<file path="config.mk">
export PLATFORM = sky130hd
export DESIGN_NAME = phys_reg_wb_arbiter
export DESIGN_NICKNAME = d
export VERILOG_FILES = /design/src/rtl/phys_reg_wb_arbiter.sv
export SDC_FILE = /design/constraint.sdc
export NUM_CORES = 1
export LEC_CHECK = 0
export ABC_CLOCK_PERIOD_IN_PS = 24800
export BUFFER_PORTS_ARGS = -buffer_cell sky130_fd_sc_hd__buf_4
export CELL_PAD_IN_SITES_DETAIL_PLACEMENT = 1
export CELL_PAD_IN_SITES_GLOBAL_PLACEMENT = 2
export CORE_MARGIN = 2
export CORE_UTILIZATION = 39
export DETAILED_ROUTE_END_ITERATION = 10
export PLACE_DENSITY = 0.94
export SYNTH_ARGS = -nofsm -noshare
export SYNTH_HDL_FRONTEND = slang
export SYNTH_SLANG_ARGS = --single-unit
export TNS_END_PERCENT = 5
</file>
<file path="constraint.sdc">
create_clock -name CLK -period 24.8 [get_ports CLK]
set_input_delay 3.72 -clock CLK [delete_from_list [all_inputs] [get_ports CLK]]
set_output_delay 3.72 -clock CLK [all_outputs]
set_load 0.02 [all_outputs]
</file>
<file path="src/rtl/phys_reg_wb_arbiter.sv">
// phys_reg_wb_arbiter: round-robin writeback arbiter from per-requester holding entries onto register-file write ports.
// Optional stall statistic (Stall_Count_OUT) is built only when PRF_WB_STATS_EN is defined.
module phys_reg_wb_arbiter #(
  parameter int NUM_PHYS_REGS = 64,
  parameter int NUM_REQ = 6,
  parameter int NUM_WPORTS = 4,
  localparam int REGLINES = $clog2(NUM_PHYS_REGS)
) (
  input  logic                           CLK,
  input  logic                           RESET,
  input  logic [NUM_REQ-1:0]             Req_Valid_IN,
  input  logic [NUM_REQ*REGLINES-1:0]    Req_Tag_IN,
  input  logic [NUM_REQ*32-1:0]          Req_Data_IN,
  output logic [NUM_REQ-1:0]             Req_Ready_OUT,
  output logic [NUM_WPORTS-1:0]          WriteEnable_OUT,
  output logic [NUM_WPORTS*REGLINES-1:0] RegSelect_OUT,
  output logic [NUM_WPORTS*32-1:0]       WData_OUT
`ifdef PRF_WB_STATS_EN
  ,
  output logic [31:0]                    Stall_Count_OUT
`endif
);
  localparam int RW = NUM_REQ > 1 ? $clog2(NUM_REQ) : 1;
  localparam int PW = NUM_WPORTS > 1 ? $clog2(NUM_WPORTS) : 1;
  logic [NUM_REQ-1:0][REGLINES-1:0] in_tag, tag_q;
  logic [NUM_REQ-1:0][31:0] in_data, data_q;
  logic [NUM_REQ-1:0] held, grant, xfer;
  logic [RW-1:0] rr_ptr, rr_nxt, idx, last;
  logic [RW:0] sum;
  logic [PW:0] cnt;
  logic clash;
  logic [NUM_WPORTS-1:0] port_v;
  logic [NUM_WPORTS-1:0][REGLINES-1:0] port_tag, sel_q;
  logic [NUM_WPORTS-1:0][31:0] port_data, wdat_q;
  assign in_tag = Req_Tag_IN;
  assign in_data = Req_Data_IN;
  assign Req_Ready_OUT = ~held | grant;
  assign xfer = Req_Valid_IN & Req_Ready_OUT;
  assign RegSelect_OUT = sel_q;
  assign WData_OUT = wdat_q;
  // Scan from rr_ptr; an entry whose tag matches one already granted this cycle waits.
  always_comb begin
    grant = '0;
    port_v = '0;
    port_tag = '0;
    port_data = '0;
    cnt = '0;
    last = rr_ptr;
    idx = rr_ptr;
    sum = '0;
    clash = 1'b0;
    for (int s = 0; s < NUM_REQ; s++) begin
      sum = {1'b0, rr_ptr} + (RW+1)'(s);
      idx = RW'(sum >= (RW+1)'(NUM_REQ) ? sum - (RW+1)'(NUM_REQ) : sum);
      clash = 1'b0;
      for (int j = 0; j < NUM_REQ; j++)
        clash = clash | (grant[j] && tag_q[j] == tag_q[idx]);
      if (held[idx] && !clash && cnt < (PW+1)'(NUM_WPORTS)) begin
        grant[idx] = 1'b1;
        port_v[cnt[PW-1:0]] = 1'b1;
        port_tag[cnt[PW-1:0]] = tag_q[idx];
        port_data[cnt[PW-1:0]] = data_q[idx];
        cnt = cnt + 1'b1;
        last = idx;
      end
    end
    rr_nxt = |grant ? (last == RW'(NUM_REQ-1) ? '0 : last + 1'b1) : rr_ptr;
  end
  always_ff @(posedge CLK or negedge RESET)
    if (!RESET) begin
      held <= '0;
      rr_ptr <= '0;
      WriteEnable_OUT <= '0;
      sel_q <= '0;
      wdat_q <= '0;
    end else begin
      held <= (held & ~grant) | xfer;
      rr_ptr <= rr_nxt;
      WriteEnable_OUT <= port_v;
      sel_q <= port_tag;
      wdat_q <= port_data;
    end
  always_ff @(posedge CLK)
    for (int i = 0; i < NUM_REQ; i++)
      if (xfer[i]) begin
        tag_q[i] <= in_tag[i];
        data_q[i] <= in_data[i];
      end
`ifdef PRF_WB_STATS_EN
  logic [31:0] stall_cnt;
  assign Stall_Count_OUT = stall_cnt;
  always_ff @(posedge CLK or negedge RESET)
    if (!RESET)
      stall_cnt <= '0;
    else if (|(held & ~grant) && !(&stall_cnt))
      stall_cnt <= stall_cnt + 1'b1;
`endif
endmodule

</file>
# --- After elaboration in Yosys (flattened, before gate mapping) ---
# Index checks and enable logic that the tools add are counted.
totals:
  ff_bits: 393
  output_inout_bits: 162
  wordCells: 331
op_classes:
  n_addsub: 16
  magnitude_cmp: 33
  eq_ne: 31
  muxes: 130
  bitwise_logic: 41
  n_reduce_logical: 57
op_table:
  columns: ["op", "n"]
  rows:
  - ["$bwmux W128", 5]
  - ["$mux W128", 5]
  - ["$bmux W32 S3", 6]
  - ["$mux W32", 12]
  - ["$demux W32 S2", 5]
  - ["$eq A6 B6 Y1", 30]
  - ["$bwmux W24", 5]
  - ["$mux W24", 5]
  - ["$bmux W6 S3", 6]
  - ["$mux W6", 18]
  - ["$demux W6 S2", 5]
  - ["$logic_and A1 B1 Y1", 51]
  - ["$mux W3", 17]
  - ["$or A6 B6 Y6", 7]
  - ["$or A1 B1 Y1", 25]
  - ["$lt A3 B4 Y1 const B", 6]
  - ["$ge A4 B3 Y1 const B", 5]
  - ["$mux W4", 5]
  - ["$mux W1", 19]
  - ["$bmux W1 S3", 6]
  - ["$demux W1 S3", 6]
  - ["$ge A3 B1 Y1 const B", 6]
  - ["$sub A3 B3 Y3 const B", 6]
  - ["$or A4 B4 Y4", 4]
  - ["18 further kinds", 43]

# --- Depth between registers and ports, before layout ---
# Gate-level depths: netlist of the first run.
depth:
  word_depth: 60
  mapped_depth: 38
  ltp_nobuf: 28

# --- Least setup slack after synthesis of the first run ---
# No wires, ideal clock.
synth_path:
  kind: "flip-flop to output port"
  from: "register rr_ptr[0]"
  to: "output port Req_Ready_OUT[4]"
  arrival_ps: 7816
  setup_slack_ps: 13264
  path_stages_with_launch: 34
  n_path_buf: 10
  path_cell_list: "dfrtp_1 > buf_4 > buf_6 > inv_2 > clkbuf_1 > buf_1 > ha_1 > buf_2 > buf_1 > clkbuf_1 > nor2_1 > a221oi_1 > o2111ai_1 > or4_1 > and4bb_2 > nand2b_1 > clkbuf_1 > clkbuf_1 > inv_1 > ha_1 > nand2_1 > o211ai_1 > o22a_1 > a2111oi_4 > nand2_1 > mux2_2 > ha_1 > a2111oi_0 > a31oi_1 > a221oi_2 > and4_1 > buf_2 > a311oi_1 > inv_1"
synth_via:
  elab_chain_len: 58
  word_cells_on_any_way: 201
  cone_classes: "add/sub: 15; order compare: 23; eq/ne: 30; mux: 51; bitwise: 31; reduce/logical: 51"
synth_lines:
  columns: ["element", "line", "text"]
  rows:
  - ["start, declared", "28", "logic [RW-1:0] rr_ptr, rr_nxt, idx, last;"]
  - ["start signal, assigned", "78", "rr_ptr <= rr_nxt;"]
  - ["branches (longest 56 deep; another with $add A3 B1 Y4)", null, null]
  - ["$mux W6 (*)", "58", "if (held[idx] && !clash && cnt < (PW+1)'(NUM_WPORTS)) begin"]
  - ["$or A6 B6 Y6 (*)", "37", "assign Req_Ready_OUT = ~held | grant;"]
  - ["end, declared", "14", "output logic [NUM_REQ-1:0] Req_Ready_OUT,"]
# Mark *: on every way between the ends. The select of a mux whose other input is x is not followed.

# --- Worst setup path after layout of the first run ---
layout_path:
  from: "register rr_ptr[0]"
  to: "output port Req_Ready_OUT[2]"
# The elaborated chain is that of the path after synthesis.

==> results of run 1 <==
==> cell type report <==
type                    instances  area [um^2]
fillers                      9648        44400
multi-input cells            2954        19800
flip-flops and latches        393        11000
repair buffers                481         3630
well taps                    1070         1340
clock buffers                  56         1210
clock inverters                28          424
inverters                      59          221
==> state kept, by name (all words and copies together), names as in the netlist <==
| name | count |
|---|---|
| WData_OUT | 128 |
| WriteEnable_OUT | 4 |
| RegSelect_OUT | 24 |
| tag_q | 36 |
| rr_ptr | 3 |
| data_q | 192 |
| held | 6 |
==> worst paths after layout <==
kind	startpoint	to	slack, ps	depth (start not counted)
setup / recovery	rr_ptr[0]	Req_Ready_OUT[2]	9200	30
hold / removal	held[3]	held[3]	800	3
setup reg to reg	rr_ptr[0]	WData_OUT[65]	12140	30
hold reg to reg	held[3]	held[3]	800	3
max in group asynchronous	RESET	rr_ptr[0]	19480	3
min in group asynchronous	RESET	WData_OUT[70]	3100	1
==> stage by stage <==
stage          util (%)  setup WS (ps)  hold slack (ps)  instance area (um^2)
2_1_floorplan         -          13260              700                 32300
3_3_place_gp       43.9          10590              784                 36000
3_5_place_dp       43.9          10220              788                 36000
4_1_cts            45.9           9530              801                 37600
5_1_grt            45.9           8680              827                 37600
6_report           45.9           9200              800                 37600
==> cell usage in the layout (no fill, tap or decap), types with 40 or more instances in the layout <==
cell type / n
buf_4: 479
nand2_1: 420
mux2i_1: 381
nor2_1: 330
o21ai_0: 274
edfxtp_1: 228
dfrtp_1: 164
nor3_1: 131
o22ai_1: 126
a21oi_1: 119
xnor2_1: 99
mux2_2: 98
a211oi_1: 98
a31oi_1: 88
nand3_1: 60
a22oi_1: 53
inv_1: 49
nand3b_1: 46
and2_1: 46
clkbuf_16: 45
a21o_1: 40
xor2_1: 40
==> metal layers <==
layer | wire length [um] | share of wire [%] | track usage [%] | vias to the layer above
met5 | 80 | 0.048 | 0 | -
met3 | 18100 | 11 | 9.04 | 734
met4 | 12200 | 7.4 | 24.7 | 12
li1 | - | - | - | 14400
met2 | 72700 | 44 | 57.7 | 2361
met1 | 62800 | 38 | 47.3 | 17000
==> worst max-delay path: cells and delay by family (launching register included) <==
kind	cells	cell delay, ps
AND/OR/NAND/NOR	8	1950
XOR/XNOR	1	380
adder cells (fa/ha/maj)	3	1110
buffers and inverters	7	2970
flip-flops	1	810
AO/OA/AOI/OAI	9	3050
multiplexers	2	860
==> logic make-up (layout without fill, tap and decap cells) <==
group,after synthesis,in the layout
xor gates and xnor gates,142,142
adders and majority gates,20,20
muxes,483,483
and+or+nand+nor,1238,1238
buffers and inverters,421,624
AOI/OAI and AO/OA,1071,1071
DFF,393,393
==> run summary, run 1 <==
Placed insts: 4957
Initial antenna violation count: 9
Seq/Total Area, Yosys: 34.0%
Post-synthesis register bit count: 393
Syn_area_per_cell: 8.56 um^2
Ant. Diodes: 0
HPWL after detailed placement: 108000 um
Clock transition at the registers of the reported paths: 70 ps
CP endpoint kind: primary output
Main flop type after synthesis: edfxtp_1
Largest net degree at the start of global routing: 145
Type of the worst min-delay path: flip-flop to flip-flop
Routed WL: 166000 um
Max Transition Viols Final: 0
Post-route insts no fill: 5041
Num CTS Buffers: 45
Slowest CP cell: dfrtp_4
Proportion of synthesized area in mux cells: 15.5%
ANT nets after route: 0
DRT Pass-1 Iters: 6
Worst Tran Pin Value: 1320 ps
IO Count: 398
Post-synthesis xor/xnor area fraction: 3.85%
Number of synthesis warnings: 0
Post-CTS Hold Buffers: 0
Post_cts resized: 0
Routed WL per cell: 32.9 um
Post-synthesis simple-gate area fraction: 17.8%
WS Path Type: flip-flop to primary output
Slew margin rel.: 12.0%
CTS tree: yes
Initial Utilization: 39.4%
First-pass GRT wire length: 240000 um
Fraction of layout cells with a size suffix above 1: 18.7%
P&R area growth vs syn: 16.5%
Number of synthesized flops with an enable pin: 228
RSZ-0062 raised after global routing: no
GP Congestion: 1.01
Min Tclk post-route: 15600 ps
Post-CTS Setup Bufs: 0
Worst EP required: 21080 ps
H-tree Lvls: 2
Count leader, synth: nand2_1
Status: complete, no violations
Die ar.: 85000 um^2
Number of cell rows: 105
Root Buffer: clkbuf_16
Residual DRC: 0
Fin crit share: 62.9%
Crit path max fanout: 55
Cells after Synth: 3768
Clk buf depth: 3
Die width: 292 um
Max incr delay on CP: 810 ps
Setup Skew: 24.6 ps
Mapped cell area: 32300 um^2
Synth top area share: 21.2%
Fin Setup TNS: 0 ps
Main combinational cell family by area after synthesis: compound AO/OA/AOI/OAI gates
Nets: 4190
Clock Sinks: 393
Worst-Skew Late Latency: 620 ps
Most used cell along the critical path: buf_4
Quantity of I/O buffers inserted on ports: 397
Fmax: 64.1 MHz
Synth area leaders: edfxtp_1 (21%), dfrtp_1 (13%), mux2i_1 (12%)
Total gr overflow: 0
Vias in the first global route: 35000
Synth async-reset ratio: 42.0%
Max-cap violations: 0
Area leader, netlist: edfxtp_1
Core area: 82000 um^2
Startpoint Class: flip-flop
Synth Area in Adders: 0.799%
Synth Area in Compound Gates: 22.5%
DR iter-0 viols: 4241
Via/cell ratio: 6.84
Fin. Hold Viols: 0
Synth Net Count: 4024
Die Ht: 292 um
GRT Overall Usage: 37.7%
WP data arrival: 11880 ps
Via Count: 34500
Final setup vio count: 0
Yosys cell types: 96
Post-synth top cells: nand2_1 (428), mux2i_1 (381), nor2_1 (331)
Power of run 1 is not shown: default switching activity piles up to over one toggle a cycle in this logic, so the estimate is an artifact.
==> run 2, diff against run 1 <==
--- a/config.mk
+++ b/config.mk
@@ -5,14 +5,14 @@
 export SDC_FILE = /design/constraint.sdc
 export NUM_CORES = 1
 export LEC_CHECK = 0
-export ABC_CLOCK_PERIOD_IN_PS = 24800
+export ABC_CLOCK_PERIOD_IN_PS = 15600
 export BUFFER_PORTS_ARGS = -buffer_cell sky130_fd_sc_hd__buf_4
 export CELL_PAD_IN_SITES_DETAIL_PLACEMENT = 1
 export CELL_PAD_IN_SITES_GLOBAL_PLACEMENT = 2
 export CORE_MARGIN = 2
-export CORE_UTILIZATION = 39
+export CORE_UTILIZATION = 36
 export DETAILED_ROUTE_END_ITERATION = 10
-export PLACE_DENSITY = 0.94
+export PLACE_DENSITY = 0.88
 export SYNTH_ARGS = -nofsm -noshare
 export SYNTH_HDL_FRONTEND = slang
 export SYNTH_SLANG_ARGS = --single-unit
==> constraint.sdc (replaced) <==
create_clock -name CLK -period 15.6 [get_ports CLK]
set_input_delay 2.34 -clock CLK [delete_from_list [all_inputs] [get_ports CLK]]
set_output_delay 2.34 -clock CLK [all_outputs]
set_load 0.02 [all_outputs]
==> run 2 against run 1 <==
Effect of this change: flip-flop and latch count stayed put; die area grew 8.2%; final area increased by 0.35%; sequential share of layout area decreased by 0.10 points; wire length fell by 0.83%; non-clock buffer count increased by 14; worst setup slack worse by 6900 ps; clock-buffer cell count shrank 1; hold slack got worse by 1.3 ps; via count is 1.9% lower; first-iteration DRC count fell by 18%; critical endpoint is now Req_Ready_OUT[4]; highest routed layer unchanged.
==> run summary, run 2 (same netlist as run 1, synthesis figures left out) <==
Type of the worst min-delay path: flip-flop to flip-flop
IO Count: 398 (unchanged)
Vias in the first global route: 33800 (-3.5%)
Post-route insts no fill: 5153 (+2.2%)
Core area: 88600 um^2 (+8.1%)
Routed WL per cell: 31.9 um (-3.0%)
Max-cap violations: 0 (unchanged)
Status: complete, no violations
WS Path Type: flip-flop to primary output
Via/cell ratio: 6.56 (-4.1%)
Max FFs per register: 192 (unchanged)
H-tree Lvls: 2 (unchanged)
Fin crit share: 85.5%
Quantity of I/O buffers inserted on ports: 397 (unchanged)
CTS tree: yes
Crit path max fanout: 56 (+1.8%)
DRT Pass-1 Iters: 6 (unchanged)
GRT Overall Usage: 34.6% (-3.0 points)
Post-CTS Hold Buffers: 0 (unchanged)
Most frequent cells in the layout: buf_4 (494), nand2_1 (419), mux2i_1 (381), nor2_1 (330), o21ai_0 (274)
First-pass GRT wire length: 236000 um (-1.9%)
Die width: 303 um (+4.0%)
Worst-Skew Late Latency: 640 ps (+20 ps)
Largest net degree at the start of global routing: 107 (-26%)
Most used cell along the critical path: buf_4
Root Buffer: clkbuf_16
Startpoint Class: flip-flop
Final setup vio count: 0 (unchanged)
Nets: 4204 (+0.33%)
Initial antenna violation count: 6 (-3)
Die ar.: 92000 um^2 (+8.2%)
Post_cts resized: 0 (unchanged)
Min Tclk post-route: 13340 ps
CP endpoint kind: primary output
Placed insts: 5066 (+2.2%)
Clk buf depth: 3 (unchanged)
Initial Utilization: 36.4% (-3.0 points)
Largest register by flop count: data_q
Fraction of layout cells with a size suffix above 1: 19.0% (+0.36 points)
Fmax: 75.0 MHz
Num CTS Buffers: 45 (unchanged)
RSZ-0062 raised after global routing: no
Fin Setup TNS: 0 ps (unchanged)
Worst EP required: 13260 ps (-7820 ps)
Total gr overflow: 0 (unchanged)
Number of cell rows: 109 (+3.8%)
Fin. Hold Viols: 0 (unchanged)
Routed WL: 165000 um (-0.83%)
Finished Core Util: 42.6% (-3.3 points)
Post-CTS Setup Bufs: 0 (unchanged)
Slew margin rel.: 9.11% (-2.9 points)
Clock Sinks: 393 (unchanged)
Setup Skew: 28.9 ps (+4.31 ps)
Slowest CP cell: ha_4
HPWL after detailed placement: 109000 um (+0.97%)
Clock transition at the registers of the reported paths: 70 ps (about the same)
Max Transition Viols Final: 0 (unchanged)
DR iter-0 viols: 3467 (-18%)
ANT nets after route: 0 (unchanged)
Via Count: 33800 (-1.9%)
Max incr delay on CP: 930 ps (+120 ps)
GP Congestion: 1.01 (-0.11%)
Most common cell after layout, fill and taps aside: buf_4
P&R area growth vs syn: 16.9%
WP data arrival: 11000 ps (-880 ps)
Worst Tran Pin Value: 1360 ps (+44.5 ps)
Residual DRC: 0 (unchanged)
Die Ht: 303 um (+4.0%)
run 2: changes by cell type in the layout (fill, tap and decap cells not counted), sizes merged:
cell / change
inv: +2
bufinv: -5
clkinvlp: +1
buf: +13
clkinv: +3
diode: +3
run 2: path summary, 6_finish.rpt:
path / startpoint / endpoint / slack, ps / depth (start not counted)
max in group asynchronous: RESET / rr_ptr[0] / 12200 / 2
min in group asynchronous: RESET / WData_OUT[71] / 1860 / 1
min: held[3] / held[3] / 800 / 3
max reg2reg: rr_ptr[1] / RegSelect_OUT[5] / 3570 / 30
max: rr_ptr[1] / Req_Ready_OUT[4] / 2260 / 30
min reg2reg: held[3] / held[3] / 800 / 3
run 2: stage by stage:
stage	hold WS [ps]	area [um^2]	worst slack [ps]
2_1_floorplan	700	32300	5440
3_5_place_dp	789	36200	3180
3_3_place_gp	794	36200	3470
6_report	799	37700	2260
5_1_grt	844	37700	1750
4_1_cts	801	37700	2480
run 2: layout make-up:
| type | count | area (um^2) |
|---|---|---|
| fill | 10400 | 50900 |
| multi-input combinational | 2954 | 19800 |
| sequential | 393 | 11000 |
| timing repair buffer | 495 | 3720 |
| tap | 1165 | 1460 |
| clock buffer | 55 | 1190 |
| clock inverter | 29 | 340 |
| inverter | 59 | 221 |
| antenna | 3 | 7.51 |
run 2: worst max-delay path: cells and delay by family, from the launching register on:
family	cells	cell delay, ps
AO/OA/AOI/OAI	10	3410
XOR/XNOR	1	210
buffers and inverters	7	2060
adder cells (fa/ha/maj)	3	1460
AND/OR/NAND/NOR	9	2290
flip-flops	1	880
run 2: routing by layer:
metal	global-route usage (%)	vias to the layer above	wire length, um
met5	0	-	26
met3	7.32	627	15900
met1	44.2	16700	64100
met2	53.7	2118	73200
met4	21.0	4	11200
li1	-	14400	-
Power of run 2 is left out for the same reason.
